--- src/rtl/ps2_keyboard_ctrl.sv ---
// PS/2 set-2 keyboard front end: deserialise frames, decode make/break/shift to ASCII, queue in a small FIFO.
// Latency: char is pushed 1 cycle after the byte completes; KB_status rises the cycle after that.
// Backpressure: none toward the keyboard; a char arriving while the FIFO is full (and not popped) is dropped.
module ps2_keyboard_ctrl #(
    parameter int FIFO_DEPTH     = 4,
    parameter int TIMEOUT_CYCLES = 50000
) (
    input  logic       SYS_CLK,
    input  logic       reset,
    input  logic       ps2_in,
    input  logic       ps2_clk,
    input  logic       KB_read_en,
    input  logic       KB_clear,
    output logic       KB_status,
    output logic [6:0] KB_data,
    output logic       frame_err
);
    localparam int AW = $clog2(FIFO_DEPTH);
    localparam int TW = $clog2(TIMEOUT_CYCLES) + 1;

    typedef enum logic [1:0] {S_IDLE, S_DATA, S_PARITY, S_STOP} rx_state_t;

    logic            r_clk_s1, r_clk_s2, r_clk_prev, r_dat_s1, r_dat_s2;
    rx_state_t       r_state, w_next_state;
    logic [7:0]      r_rx_byte;
    logic [2:0]      r_bit_cnt;
    logic            r_perr, r_byte_vld, r_frame_err;
    logic [TW-1:0]   r_tmo_cnt;
    logic            r_shift_on, r_brk, r_ext, r_push;
    logic [6:0]      r_push_char;
    logic [6:0]      r_mem [FIFO_DEPTH];
    logic [AW:0]     r_wr_ptr, r_rd_ptr;
    logic            w_fall, w_tmo, w_empty, w_full, w_push, w_pop, w_is_shift_code;
    logic [7:0]      w_map;
    logic [6:0]      w_char;

    // Set-2 make code to lowercase ASCII; bit 7 flags a mapped key.
    function automatic logic [7:0] f_lookup(input logic [7:0] code);
        logic [7:0] m;
        m = 8'h00;
        case (code)
            8'h1C: m = {1'b1, 7'h61}; 8'h32: m = {1'b1, 7'h62}; 8'h21: m = {1'b1, 7'h63};
            8'h23: m = {1'b1, 7'h64}; 8'h24: m = {1'b1, 7'h65}; 8'h2B: m = {1'b1, 7'h66};
            8'h34: m = {1'b1, 7'h67}; 8'h33: m = {1'b1, 7'h68}; 8'h43: m = {1'b1, 7'h69};
            8'h3B: m = {1'b1, 7'h6A}; 8'h42: m = {1'b1, 7'h6B}; 8'h4B: m = {1'b1, 7'h6C};
            8'h3A: m = {1'b1, 7'h6D}; 8'h31: m = {1'b1, 7'h6E}; 8'h44: m = {1'b1, 7'h6F};
            8'h4D: m = {1'b1, 7'h70}; 8'h15: m = {1'b1, 7'h71}; 8'h2D: m = {1'b1, 7'h72};
            8'h1B: m = {1'b1, 7'h73}; 8'h2C: m = {1'b1, 7'h74}; 8'h3C: m = {1'b1, 7'h75};
            8'h2A: m = {1'b1, 7'h76}; 8'h1D: m = {1'b1, 7'h77}; 8'h22: m = {1'b1, 7'h78};
            8'h35: m = {1'b1, 7'h79}; 8'h1A: m = {1'b1, 7'h7A};
            8'h45: m = {1'b1, 7'h30}; 8'h16: m = {1'b1, 7'h31}; 8'h1E: m = {1'b1, 7'h32};
            8'h26: m = {1'b1, 7'h33}; 8'h25: m = {1'b1, 7'h34}; 8'h2E: m = {1'b1, 7'h35};
            8'h36: m = {1'b1, 7'h36}; 8'h3D: m = {1'b1, 7'h37}; 8'h3E: m = {1'b1, 7'h38};
            8'h46: m = {1'b1, 7'h39};
            8'h29: m = {1'b1, 7'h20}; 8'h5A: m = {1'b1, 7'h0D}; 8'h66: m = {1'b1, 7'h08};
            default: m = 8'h00;
        endcase
        return m;
    endfunction

    // Two-flop synchronisers for the asynchronous PS/2 lines, preset to the idle-high level.
    always_ff @(posedge SYS_CLK or posedge reset) begin
        if (reset) begin
            r_clk_s1 <= 1'b1; r_clk_s2 <= 1'b1; r_clk_prev <= 1'b1;
            r_dat_s1 <= 1'b1; r_dat_s2 <= 1'b1;
        end else begin
            r_clk_s1 <= ps2_clk;  r_clk_s2 <= r_clk_s1; r_clk_prev <= r_clk_s2;
            r_dat_s1 <= ps2_in;   r_dat_s2 <= r_dat_s1;
        end
    end

    assign w_fall = r_clk_prev & ~r_clk_s2;
    assign w_tmo  = (r_state != S_IDLE) && !w_fall && (r_tmo_cnt == TW'(TIMEOUT_CYCLES - 1));

    // RX state register.
    always_ff @(posedge SYS_CLK or posedge reset) begin
        if (reset) r_state <= S_IDLE;
        else       r_state <= w_next_state;
    end

    // RX next state: advance one field per ps2_clk fall; a stalled frame falls back to IDLE.
    always_comb begin
        w_next_state = r_state;
        case (r_state)
            S_IDLE:   if (w_fall && !r_dat_s2) w_next_state = S_DATA;
            S_DATA:   if (w_fall && r_bit_cnt == 3'd7) w_next_state = S_PARITY;
            S_PARITY: if (w_fall) w_next_state = S_STOP;
            S_STOP:   if (w_fall) w_next_state = S_IDLE;
            default:  w_next_state = S_IDLE;
        endcase
        if (w_tmo) w_next_state = S_IDLE;
    end

    // RX datapath: shift in bits LSB first, check odd parity and stop bit, run the stall timer.
    always_ff @(posedge SYS_CLK or posedge reset) begin
        if (reset) begin
            r_rx_byte <= 8'h00; r_bit_cnt <= 3'd0; r_perr <= 1'b0;
            r_byte_vld <= 1'b0; r_frame_err <= 1'b0; r_tmo_cnt <= '0;
        end else begin
            r_byte_vld  <= 1'b0;
            r_frame_err <= 1'b0;
            if (w_fall || r_state == S_IDLE) r_tmo_cnt <= '0;
            else                             r_tmo_cnt <= r_tmo_cnt + TW'(1);
            if (w_tmo) begin
                r_frame_err <= 1'b1;
            end else if (w_fall) begin
                case (r_state)
                    S_IDLE:   if (!r_dat_s2) begin r_bit_cnt <= 3'd0; r_perr <= 1'b0; end
                    S_DATA:   begin r_rx_byte <= {r_dat_s2, r_rx_byte[7:1]}; r_bit_cnt <= r_bit_cnt + 3'd1; end
                    S_PARITY: r_perr <= ~(^{r_rx_byte, r_dat_s2});
                    S_STOP:   if (r_dat_s2 && !r_perr) r_byte_vld <= 1'b1;
                              else                     r_frame_err <= 1'b1;
                    default:  ;
                endcase
            end
        end
    end

    assign frame_err = r_frame_err;

    // Shift key folds lowercase letters to uppercase; digits and controls pass through.
    always_comb begin
        w_map           = f_lookup(r_rx_byte);
        w_char          = w_map[6:0];
        w_is_shift_code = (r_rx_byte == 8'h12) || (r_rx_byte == 8'h59);
        if (r_shift_on && w_map[6:0] >= 7'h61 && w_map[6:0] <= 7'h7A) w_char = w_map[6:0] - 7'h20;
    end

    // Scan-code decoder: track E0/F0 prefixes and shift state, stage one char for the FIFO.
    always_ff @(posedge SYS_CLK or posedge reset) begin
        if (reset) begin
            r_shift_on <= 1'b0; r_brk <= 1'b0; r_ext <= 1'b0;
            r_push <= 1'b0; r_push_char <= 7'h00;
        end else begin
            r_push <= 1'b0;
            if (KB_clear) begin
                r_shift_on <= 1'b0; r_brk <= 1'b0; r_ext <= 1'b0;
            end else if (r_byte_vld) begin
                if (r_rx_byte == 8'hE0) begin
                    r_ext <= 1'b1;
                end else if (r_rx_byte == 8'hF0) begin
                    r_brk <= 1'b1;
                end else begin
                    if (r_brk) begin
                        if (w_is_shift_code) r_shift_on <= 1'b0;
                    end else if (!r_ext) begin
                        if (w_is_shift_code) r_shift_on <= 1'b1;
                        else if (w_map[7]) begin r_push <= 1'b1; r_push_char <= w_char; end
                    end
                    r_brk <= 1'b0;
                    r_ext <= 1'b0;
                end
            end
        end
    end

    assign w_empty = (r_wr_ptr == r_rd_ptr);
    assign w_full  = (r_wr_ptr[AW] != r_rd_ptr[AW]) && (r_wr_ptr[AW-1:0] == r_rd_ptr[AW-1:0]);
    assign w_pop   = KB_read_en & ~w_empty;
    assign w_push  = r_push & (~w_full | w_pop);

    // FIFO pointers; a clear overrides any push or pop in the same cycle.
    always_ff @(posedge SYS_CLK or posedge reset) begin
        if (reset) begin
            r_wr_ptr <= '0; r_rd_ptr <= '0;
        end else if (KB_clear) begin
            r_wr_ptr <= '0; r_rd_ptr <= '0;
        end else begin
            if (w_push) r_wr_ptr <= r_wr_ptr + (AW+1)'(1);
            if (w_pop)  r_rd_ptr <= r_rd_ptr + (AW+1)'(1);
        end
    end

    // FIFO storage; contents are only meaningful between the pointers.
    always_ff @(posedge SYS_CLK) begin
        if (w_push && !KB_clear) r_mem[r_wr_ptr[AW-1:0]] <= r_push_char;
    end

    assign KB_status = ~w_empty;
    assign KB_data   = w_empty ? 7'h00 : r_mem[r_rd_ptr[AW-1:0]];
endmodule
--- config.mk ---
export PLATFORM = sky130hd
export DESIGN_NAME = ps2_keyboard_ctrl
export DESIGN_NICKNAME = d
export VERILOG_FILES = /design/src/rtl/ps2_keyboard_ctrl.sv
export SDC_FILE = /design/constraint.sdc
export NUM_CORES = 1
export LEC_CHECK = 0
export ABC_AREA = 1
export CAP_MARGIN = 20
export CORE_MARGIN = 2
export CORE_UTILIZATION = 45
export CTS_BUF_LIST = sky130_fd_sc_hd__clkbuf_4
export CTS_CLUSTER_SIZE = 28
export DETAILED_ROUTE_END_ITERATION = 8
export PLACE_DENSITY = 0.58
export SYNTH_ARGS = -nofsm -noshare
export SYNTH_HDL_FRONTEND = slang
export SYNTH_SLANG_ARGS = --single-unit
export TNS_END_PERCENT = 50
--- constraint.sdc ---
create_clock -name SYS_CLK -period 3 [get_ports SYS_CLK]
set_clock_uncertainty 0.2 [all_clocks]
set_input_delay 0.6 -clock SYS_CLK [delete_from_list [all_inputs] [get_ports SYS_CLK]]
set_output_delay 0.6 -clock SYS_CLK [all_outputs]
set_load 0.02 [all_outputs]
======== Word-level counts from Yosys, hierarchy flattened ========
Memories as Yosys holds them, arrays and structs flattened.
Index checks and enable logic that the tools add are counted.
storage, ports and cells
  register bits ........................... 55
  bits of input ports ..................... 6
  bits in read-only memories .............. 1024
  output and inout bits ................... 9
  word-level logic and storage cells ...... 148
  memories ................................ 2
  bits in writable memories ............... 28
cells by class
  bitwise gates (word level) .............. 15
  mux-type cells .......................... 52
  add/subtract/negate cells ............... 5
  reduce and logical (&&, ||, !) cells .... 32
  magnitude comparators ................... 2
  eq/ne operators ......................... 21
memories
  name             words  bits a word  read ports  clocked after Yosys merged registers in  wr ports  RTL line  text
  (no name shown)  128    8            1           0                                        0         41        case (code)
  r_mem            4      7            1           0                                        1         31        logic [6:0] r_mem [FIFO_DEPTH];
operators by type and width
  kind                                                                     number
  1-bit two-way mux                                                        35
  3-bit != test, second input constant                                     6
  17-bit by 1-bit adder with 17-bit output, second input constant          1
  17-bit by 16-bit equality test with 1-bit output, second input constant  1
  17-bit two-way mux                                                       1
  8-bit equality test, second input constant                               2
  3-bit two-way mux                                                        5
  7-bit two-way mux                                                        2
  2-bit nonzero test                                                       7
  4-bit AND reduction                                                      3
  1-bit inverter                                                           11
  2-bit two-way mux                                                        5
  3-bit by 1-bit adder with 3-bit output, second input constant            3
  1-bit logical AND                                                        9
  9-bit parity                                                             1
  8-bit by 5-bit equality test with 1-bit output, second input constant    1
  8-bit by 7-bit equality test with 1-bit output, second input constant    1
  8-bit two-way mux                                                        1
  2-bit one-hot mux with 4 select lines                                    1
  8-bit AND reduction                                                      1
  7-bit greater-or-equal comparator, second input constant                 1
  7-bit less-or-equal comparator, second input constant                    1
  7-bit by 6-bit subtractor with 7-bit output, second input constant       1
  2-bit != test, second input constant                                     3
  other kinds (16)                                                         24

======== Depth between registers and ports, before layout ========
An unclocked memory read counts as a cell.
  depth in word-level cells ............... 10
  mapped depth ............................ 18
  mapped depth without buffers ............ 18

======== Least setup slack after synthesis ========
Ideal clock, no wire load.
  kind .................................... reg-to-reg
  start ................................... register r_rd_ptr[0]
  end ..................................... memory r_mem[0][0] (enable)
  arrival time ............................ 1.843 ns
  buffers on the path ..................... 0
  setup time .............................. 0.360 ns
  path slack .............................. 0.597 ns
  stages on the path, launching flop included .. 11
  period minus slack after synthesis ...... 2.403 ns
  required time ........................... 2.440 ns
  path through ............................ dfrtp_1 > clkinv_1 > nand2_1 > a21oi_1 > nand2_2 > nand2_1 > nand3_1 > nand2_1 > nor2_1 > inv_1 > nor2_1
between the ends
  longest elaborated chain between the ends .. 8
  elaborated cells on any way between the ends .. 11
  classes of those cells .................. eq/ne: 2; mux: 2; bitwise: 5; reduce/logical: 2
ends and longest elaborated chain
  item                                     RTL line  text
  start, declared                          32        logic [AW:0] r_wr_ptr, r_rd_ptr;
  start signal, assigned                   170       if (w_pop) r_rd_ptr <= r_rd_ptr + (AW+1)'(1);
  3-bit equality test                      157       assign w_empty = (r_wr_ptr == r_rd_ptr);
  1-bit inverter                           n/a
  via KB_status                            14        output logic KB_status,
  1-bit AND                                159       assign w_pop = KB_read_en & ~w_empty;
  1-bit OR                                 160       assign w_push = r_push & (~w_full | w_pop);
  1-bit AND                                160
  1-bit logical AND                        176       if (w_push && !KB_clear) r_mem[r_wr_ptr[AW-1:0]] <= r_push_char;
  1-bit two-way mux                        176
  1-bit two-way mux (not written as such)  176
  end, declared                            31
The timed path passes the listed nets, and every way through them passes these cells.

======== Worst setup path after layout ========
  start ................................... register r_rd_ptr[0]
  end ..................................... output port KB_data[5]
between the ends
  longest elaborated chain between the ends .. 2
  elaborated cells on any way between the ends .. 3
  classes of those cells .................. eq/ne: 1; mux: 1; memory: 1
ends and longest elaborated chain
  item                                                            RTL line  text
  memory 4 x 7 bit / 3-bit equality test (equally long branches)  n/a
  7-bit two-way mux *                                             180       assign KB_data = w_empty ? 7'h00 : r_mem[r_rd_ptr[AW-1:0]];
  end, declared                                                   15        output logic [6:0] KB_data,
Mark *: on every way between the ends. The rest lies on a longest branch, timed or not.

==> results.toml <==
[sta]
rsz0062_at_grt = "no"
worst_pin_slew_ns = 0.5777
hold_slack_ns = 0.1486
relSlewSlack_pct = 61.43
finalHoldViolations = 0
max_freq_ghz = 0.3626
period_share_pct = 91.93
setup_viol = 0
slew_viol_final = 0
period_minus_slack_ns = 2.758
setup-tns-final_ns = 0

[power]
combPwrFrac_pct = 37.9
pwr-share-clk_pct = 21.8
switching_power_mw = 1.434
pwr_density_cell_mw_per_mm2 = 672.4
peakVddDrop_mv = 0.5105
swShare_pct = 41.02
intPower_mw = 2.062
leakagePower_nw = 2.354
p_seq_share_pct = 40.3

[finish]
multiInputGateArea_mm2 = 0.002117
antenna_cells = 0
fillers = 1035
layout.nets = 635
syn2layout_area_growth_pct = 10.01
layout-drive-gt1-share_pct = 11.07
layout_common_cells = "130 x nand2_1, 77 x nor2_1, 65 x inv_1, 56 x nand3_1, 48 x dfrtp_1"
regArea_mm2 = 0.002226
layout_commonest_cell = "nand2_1"

[clocking]
cts_buffer_depth = 2
clk_pin_slew_ns = 0.14
clock_sinks = 83
cts.htree.levels = 3
worstSkewPairLatency_ns = 0.43
cts_buffers = 9
clockRootBuffer = "clkbuf_4"
cts_tree = "built"
cts-hold-fix-buffers = 0

[floorplanning]
ioPinCount = 15
initial_utilization_pct = 45.98
coreArea_mm2 = 0.01028
die_y_um = 106.5
die-width_um = 106.5
die-area_mm2 = 0.01134
num_rows = 37

[routing]
via_per_inst = 5.112
post-route-drc-count = 0
routed_wl_um = 10080
first_pass_iters = 5
via_count = 3834
wl_per_cell_um = 13.44
ant_nets = 0
drtIter0Drc = 227

[hold_path]
min_to = "r_dat_s2"
hp-class = "register to register"
hp-start = "r_dat_s1"
min_path_cells = 0

[synthesis]
ys_seq_area_share_pct = 47.05
ys_warn_count = 0
netlist_instances = 587
post_synth.cell_area_avg_um2 = 8.051
synthesis.nets = 613
synth_area_mm2 = 0.004726
synth_ff_type = "dfrtp_1"
synthTopCellsByArea = "dfrtp_1 26%, edfxtp_1 18%, nand2_1 10%, nor2_1 6.1%, nand3_1 5.9%"
synth_top_area_share_pct = 26.48
ys_async_sr_fraction_pct = 66.27
ys_ff_latch = 83
synth_top_cell_by_area = "dfrtp_1"
synth_edf_count = 28
ys_types = 38

[place]
place_congestion = 0.9129
dp_hpwl_um = 7450
io_buffers = 14

[run]
maxCapViolations = 0

[critical_path]
crit_arrival_ns = 1.96
cp-end-kind = "output port"
r2r_start = "r_rx_byte[0]"
worstPathMaxFanout = 17
rrSetupSlack_ns = 0.27
worst_setup_path_start_kind = "register"
crit_required_ns = 2.20
r2r_cells = 16
timing.rr.end = "r_push_char[6]"
worstSetupPathType = "register to output port"

[global_route]
antenna_found_initial = 0
grt_max_degree = 28
gr-total-overflow = 0
grtUsageTotal_pct = 18.97
grt_pass1_vias = 3716
grt_pass1_wl_um = 17290

[run_status]
status = "complete, no violations"
[sequential cells by signal, indices dropped and copies added (netlist names), 2 cells and up]
register     count
r_push_char      7
r_tmo_cnt       17
r_rx_byte        8
r_mem           28
r_rd_ptr         3
r_bit_cnt        3
r_state          2
r_wr_ptr         3
[worst max-delay path, stage by stage (launching register included)]
cell,delay [ns]
dfrtp_1,0.40
clkinv_1,0.05
buf_4,0.20
nand2_1,0.07
a21oi_1,0.19
nand2_2,0.17
nand2_1,0.10
inv_1,0.04
dlygate4sd2_1,0.31
[cell families (layout without fill, tap and decap cells)]
logic type      Yosys count  count (layout)  synth area share, %
flops                    83              83                47.05
buf+inv                  90             117                8.155
fa+ha+maj                20              20                5.295
compound gates           81              81                9.876
simple gates            306             306                28.33
xor+xnor                  7               7                1.297
[through the flow]
step                std cells  instance area, um2  worst slack, ns  power, mW  utilization, %
CTS                       750                5195          0.05695      3.512           50.55
finish                    750                5199           0.2422      3.496           50.58
global route              750                5199         0.003230      3.790           50.58
floorplan                 587                4726           0.5970      2.452               -
global placement          734                5035           0.3553      2.724           48.99
detailed placement        734                5035           0.2682      2.741           48.99
[Yosys cell counts, types with 9 or more instances]
cell	n
a21oi_1	25
dfrtp_1	50
edfxtp_1	28
ha_1	20
inv_1	66
nand2_1	130
nand2_2	10
nand3_1	56
nor2_1	77
nor3_1	9
o21ai_0	36
[how the worst max path moves through the flow]
stage                            start              to  depth (start not counted)
after detailed placement  r_rx_byte[2]  r_push_char[5]                         16
after floorplan            r_rd_ptr[0]     r_mem[0][0]                         10
after global routing      r_rx_byte[0]  r_push_char[6]                         16
after CTS                  r_rd_ptr[0]       KB_status                          6
after global placement    r_rx_byte[2]  r_push_char[5]                         16
final                      r_rd_ptr[0]      KB_data[5]                          8
[what timing repair did]
action,CTS,global route
endpoints found under the hold margin,0,0
pin swaps,1,0
setup buffers,0,0
endpoints found under the setup margin,8,3
gates resized for setup,8,2
[power groups by stage]
stage | registers, mW | logic (mW) | clock network, mW
after floorplan | 1.34 | 1.11 | 0
final | 1.41 | 1.32 | 0.761
after global placement | 1.43 | 1.30 | 0
after global routing | 1.43 | 1.52 | 0.843
after CTS | 1.41 | 1.32 | 0.789
after detailed placement | 1.43 | 1.31 | 0
[metal layers]
layer	part of all wire [%]	global-route usage [%]	wire length (um)	vias up
met5	0	0	0	-
met4	0.99	6.772	100	0
met3	3.2	2.820	323	8
met2	47	31.46	4776	70
met1	48	25.38	4882	1790
li1	-	-	-	1966
[layout make-up]
cell class / count / share of cell area, %
clock buffer: 9 / 1.300
inverter: 75 / 5.415
sequential: 83 / 42.82
clock inverter: 7 / 1.925
multi-input combinational: 414 / 40.72
timing repair buffer: 26 / 4.549
tap: 136 / 3.273
(Power assumes the default switching activity.)
==> variant 1, RTL diff (config.mk and constraints unchanged) <==
`FIFO_DEPTH`: 4 -> 8.
--- a/src/rtl/ps2_keyboard_ctrl.sv
+++ b/src/rtl/ps2_keyboard_ctrl.sv
@@ -3,5 +3,5 @@
 // Backpressure: none toward the keyboard; a char arriving while the FIFO is full (and not popped) is dropped.
 module ps2_keyboard_ctrl #(
-    parameter int FIFO_DEPTH     = 4,
+    parameter int FIFO_DEPTH     = 8,
     parameter int TIMEOUT_CYCLES = 50000
 ) (
Behaviour: no difference found for any inputs over 4 cycles, from zero or initial values and one cycle with reset high; that may be too few to reach the edited logic, so the function may still have changed.
==> variant 1 against the unedited design <==
- largest power group unchanged
- highest routed layer unchanged
- wire length increased by 26%
- design area increased by 27%
- critical path type unchanged
- power rose by 31%
- worst setup slack got worse by 0.13 ns
- sequential share of layout area increased by 4.4 points
- fmax down 4.4%
- sequential cell count rose by 30
- core utilization up 1.7 points
- largest cell class unchanged
- area after synthesis is 23% higher
==> variant 1: results (changes against the unedited design) <==
TritonCTS Buffers=17 (+8); Critical Path Max Stage Delay=0.43 ns (+0.03 ns); Reg clk slew, reported paths=0.11 ns (-0.03 ns); number of unique standard cell types used by synthesis=44 (+16%); Final HPWL DP=9400 um (+26%); Lkg Pwr=0.00272 uW (+16%); syn_nets=686 (+12%); worst slack at placement=0.227 ns (-0.0416 ns); initial DRC count=448 (+97%); ys async rst share=0.504 (-0.158); Area after DPL=0.00623 mm2 (+24%); vias in the first global route=4445 (+20%); sequential cell area fraction in the yosys report=0.536 (+0.0656); layout cell share with drive strength beyond 1=0.133 (+0.0223); aggregate global-route resource usage=0.195 (+0.00540); filler instances=1207 (+17%); status=complete, no violations; placed instance count=851 (+16%); vias=4570 (+19%); Worst-Skew Late Latency=0.53 ns (+0.10 ns); commonest cells in the netlist=nand2_1, nor2_1, o21ai_0; gpl congestion=0.869 (-4.8%); first-pass GRT wire length=21500 um (+24%); CTS H-Tree Depth=4 (+1); number of flip-flops in the largest register=56 (+100%); largest net degree at the start of global routing=39 (+39%); Post-layout nets=724 (+14%); worst-path maximum fanout=30 (+13); Max VDD drop=332 uV (-35%); Post-synth EDFFs=56 (+100%); final wirelength=12700 um (+26%); Synth area leaders=edfxtp_1, dfrtp_1, nand2_1; Least-Margin Pin Slew=0.433 ns (-0.145 ns); WP data arrival=2.09 ns (+0.13 ns); Post-Syn Instances=663 (+13%)
variant 1: cell count changes after synthesis, sizes merged, moves of 3 or more:
cell    delta
o22ai      +6
inv       -14
nand2      +7
ha         -3
nor2      +12
a31oi      +6
edfxtp    +28
o32ai      -7
clkbuf     +4
nand3      -5
o21ai     +28
variant 1: cells by family (layout without fill, tap and decap cells):
| kind of cell | Yosys count | count (layout) | share of synthesized area |
|---|---|---|---|
| compound gates | 121 | 121 | 0.115 |
| xor+xnor | 9 | 9 | 0.0136 |
| fa+ha+maj | 17 | 17 | 0.0366 |
| buf+inv | 79 | 130 | 0.0558 |
| flops | 113 | 113 | 0.536 |
| simple gates | 324 | 324 | 0.243 |
variant 1: final timing paths:
| check | endpoint | slack (ns) | cells after the start |
|---|---|---|---|
| worst max-delay path | KB_data[6] | 0.11 | 7 |
| worst min-delay path | r_dat_s2$_DFF_PP1_ | 0.16 | 0 |
| worst max register to register | r_push_char[5]$_DFFE_PP0P_ | 0.31 | 16 |
| worst min register to register | r_dat_s2$_DFF_PP1_ | 0.16 | 0 |
| max in group asynchronous | r_rx_byte[6]$_DFFE_PP0P_ | 1.87 | 3 |
| min in group asynchronous | r_tmo_cnt[8]$_DFF_PP0_ | 0.17 | 2 |
variant 1: final cells by class:
cell class / instances / area, um2 / share of cell area
clock buffers: 19 / 143 / 0.0216
clock inverters: 13 / 210 / 0.0318
inverters: 61 / 229 / 0.0347
multi-input cells: 471 / 2370 / 0.359
flip-flops and latches: 113 / 3110 / 0.472
well taps: 172 / 215 / 0.0326
repair buffers: 37 / 318 / 0.0481
variant 1: per-stage QoR:
stage | hold WS (ns) | setup TNS [ns]
floorplan | 0.145 | 0
global placement | 0.145 | 0
detailed placement | 0.147 | 0
CTS | 0.150 | -0.0118
global route | 0.167 | -0.110
finish | 0.161 | 0
variant 1: critical path: cells and delay by family, from the launching register on:
family | cells | cell delay [ns]
buf+inv | 3 | 0.62
compound gates | 4 | 0.51
flops | 1 | 0.43
variant 1: timing repair:
item                                    CTS  global route
setup buffers                             0             3
endpoints found under the setup margin    8             8
endpoints found under the hold margin     0             0
pin swaps                                 0             0
resized for setup                        24            10
gates cloned                              0             0
variant 1: layer usage:
metal  up-vias  share of wire  routed length (um)  track usage
li1       2319              -                   -            -
met1      2113           0.47                5930        0.249
met2       112           0.48                6090        0.318
met3        26          0.037                 467       0.0494
met4         0          0.019                 244       0.0783
met5         -              0                   0            0
variant 1: report_power, final:
part	switching, uW	internal, uW	total [uW]
Clock	603	765	1370
Combinational	913	479	1390
Sequential	114	1720	1830
Total	1630	2960	4590
==> variant 2, RTL diff (same flow settings) <==
Without the edit above. Re-encode `rx_state_t` (4 states) as one-hot, 4 bits wide.
--- a/src/rtl/ps2_keyboard_ctrl.sv
+++ b/src/rtl/ps2_keyboard_ctrl.sv
@@ -19,5 +19,5 @@
     localparam int TW = $clog2(TIMEOUT_CYCLES) + 1;
 
-    typedef enum logic [1:0] {S_IDLE, S_DATA, S_PARITY, S_STOP} rx_state_t;
+    typedef enum logic [3:0] {S_IDLE = 4'b0001, S_DATA = 4'b0010, S_PARITY = 4'b0100, S_STOP = 4'b1000} rx_state_t;
 
     logic            r_clk_s1, r_clk_s2, r_clk_prev, r_dat_s1, r_dat_s2;
Function: no difference found for any inputs over 10 cycles, from zero or initial values and one cycle with reset high; not proved beyond that.
==> variant 2 against the unedited design <==
- combinational power is 23% lower
- worst setup slack worse by 0.070 ns
- non-clock buffer count is 4 higher
- design area is 4.2% higher
- power is 12% lower
- register-to-register slack better by 0.03 ns
- sequential cell count is 2 higher
- synthesized cell count is 2.4% higher
- fmax is 2.5% lower
- critical path type unchanged
- highest routed layer unchanged
- core utilization hardly changed
- wire length is 5.8% higher
- global-route usage is 0.80 points higher
- area after synthesis is 3.5% higher
==> variant 2: results (changes against the unedited design) <==
Least-Margin Pin Slew=0.479 ns (-0.0989 ns); number of unique standard cell types used by synthesis=47 (+24%); hold_ws=0.166 ns (+0.0171 ns); filler instances=1057 (+2.1%); R2R depth=18 (+2); Area after DPL=0.00522 mm2 (+3.7%); Max VDD drop=372 uV (-27%); Achievable Freq=354 MHz (-2.5%); sequential cell area fraction in the yosys report=0.465 (-0.00528); hold path startpoint=r_dat_s1$_DFF_PP1_; vias=3986 (+4.0%); Post-synth EDFFs=28 (unchanged); delay-heaviest family, CP=buffers and inverters; Inserted Diodes=0 (unchanged); WP data arrival=2.03 ns (+0.07 ns); First-pass DRT Iterations=5 (unchanged); commonest cells in the netlist=nand2_1, inv_1, nor2_1; CTS H-Tree Depth=3 (unchanged); clk root buf=clkbuf_4; power in the clock group=680 uW (-11%); Hold EP=r_dat_s2$_DFF_PP1_; Slowest-stage cell, CP=clkdlybuf4s50_1; status=complete, no violations; Worst-Skew Late Latency=0.43 ns (about the same); initial DRC count=292 (+29%); Worst R2R Setup Slack=0.30 ns (+0.03 ns); layout cell share with drive strength beyond 1=0.153 (+0.0420); reg2reg start=r_rx_byte[0]$_DFFE_PP0P_; Synth Flop Type=dfrtp_1; aggregate global-route resource usage=0.198 (+0.00802); Final HPWL DP=7730 um (+3.7%); syn_nets=623 (+1.6%); Comb pwr share=0.331 (-0.048); Hold Path Stages=0 (unchanged); Reg clk slew, reported paths=0.15 ns; Ys Warns=0 (unchanged); Pint=1910 uW (-7.4%); worst slack at placement=0.256 ns (-0.0121 ns); gpl congestion=0.869 (-4.8%); Overflow after GRT=0 (unchanged); ys async rst share=0.671 (+0.00794); Post-Syn Instances=601 (+2.4%); number of flip-flops in the largest register=28 (unchanged); Critical Path Max Stage Delay=0.56 ns (+0.16 ns); worst-path maximum fanout=4 (-13); largest net degree at the start of global routing=36 (+29%); vias in the first global route=3733 (+0.46%); Lkg Pwr=0.00264 uW (+12%); Post-layout nets=652 (+2.7%); initial antenna violation count=0 (unchanged); Synth area leaders=dfrtp_1, edfxtp_1, nand2_1; IO Port Bufs=14 (unchanged); max-cap violations=0 (unchanged); fraction of power spent switching nets=0.377 (-0.0330); first-pass GRT wire length=18100 um (+4.4%); clk buf depth=2 (unchanged); routed vias/inst=5.14 (+0.61%); Hold/Removal Path Class=flip-flop to flip-flop; WL/cell=13.8 um (+2.4%); placed instance count=755 (+2.9%)
-- variant 2: metal layers --
layer  vias up  global-route usage  wire length [um]
met1      1863               0.289              5250
met4         0              0.0458                89
li1       2038                   -                 -
met2        76               0.307              4930
met5         -                   0                 0
met3         9              0.0362               409
-- variant 2: cell families (layout without fill, tap and decap cells) --
family          count (synthesis)  count (layout)  synth area share
compound gates                103             103             0.117
xor+xnor                        7               7            0.0125
fa+ha+maj                      16              16            0.0409
buf+inv                        92             125            0.0816
flops                          85              85             0.465
mux                             1               1           0.00205
simple gates                  297             298             0.281
-- variant 2: area by class of cell --
cell class	instances	area, um2	area share
flip-flops and latches	85	2280	0.420
multi-input cells	425	2230	0.412
inverters	79	303	0.0559
repair buffers	30	283	0.0522
well taps	140	175	0.0323
clock buffers	10	75.1	0.0139
clock inverters	6	71.3	0.0132
-- variant 2: how the worst max path moves through the flow --
stage	startpoint	to	cells past startpoint
after floorplan	r_rx_byte[1]$_DFFE_PP0P_	r_push_char[6]$_DFFE_PP0P_	16
after detailed placement	r_rx_byte[1]$_DFFE_PP0P_	r_push_char[6]$_DFFE_PP0P_	18
final	r_wr_ptr[1]$_DFFE_PP0P_	KB_status	5
after CTS	r_wr_ptr[0]$_DFFE_PP0P_	KB_data[6]	7
after global routing	r_rx_byte[0]$_DFFE_PP0P_	r_push_char[5]$_DFFE_PP0P_	18
after global placement	r_rx_byte[0]$_DFFE_PP0P_	r_push_char[5]$_DFFE_PP0P_	18
-- variant 2: repair_timing --
| action | CTS | global route |
|---|---|---|
| endpoints found under the setup margin | 8 | 8 |
| pin swaps | 0 | 1 |
| buffers inserted | 1 | 2 |
| resized for setup | 6 | 9 |
| gates cloned | 1 | 0 |
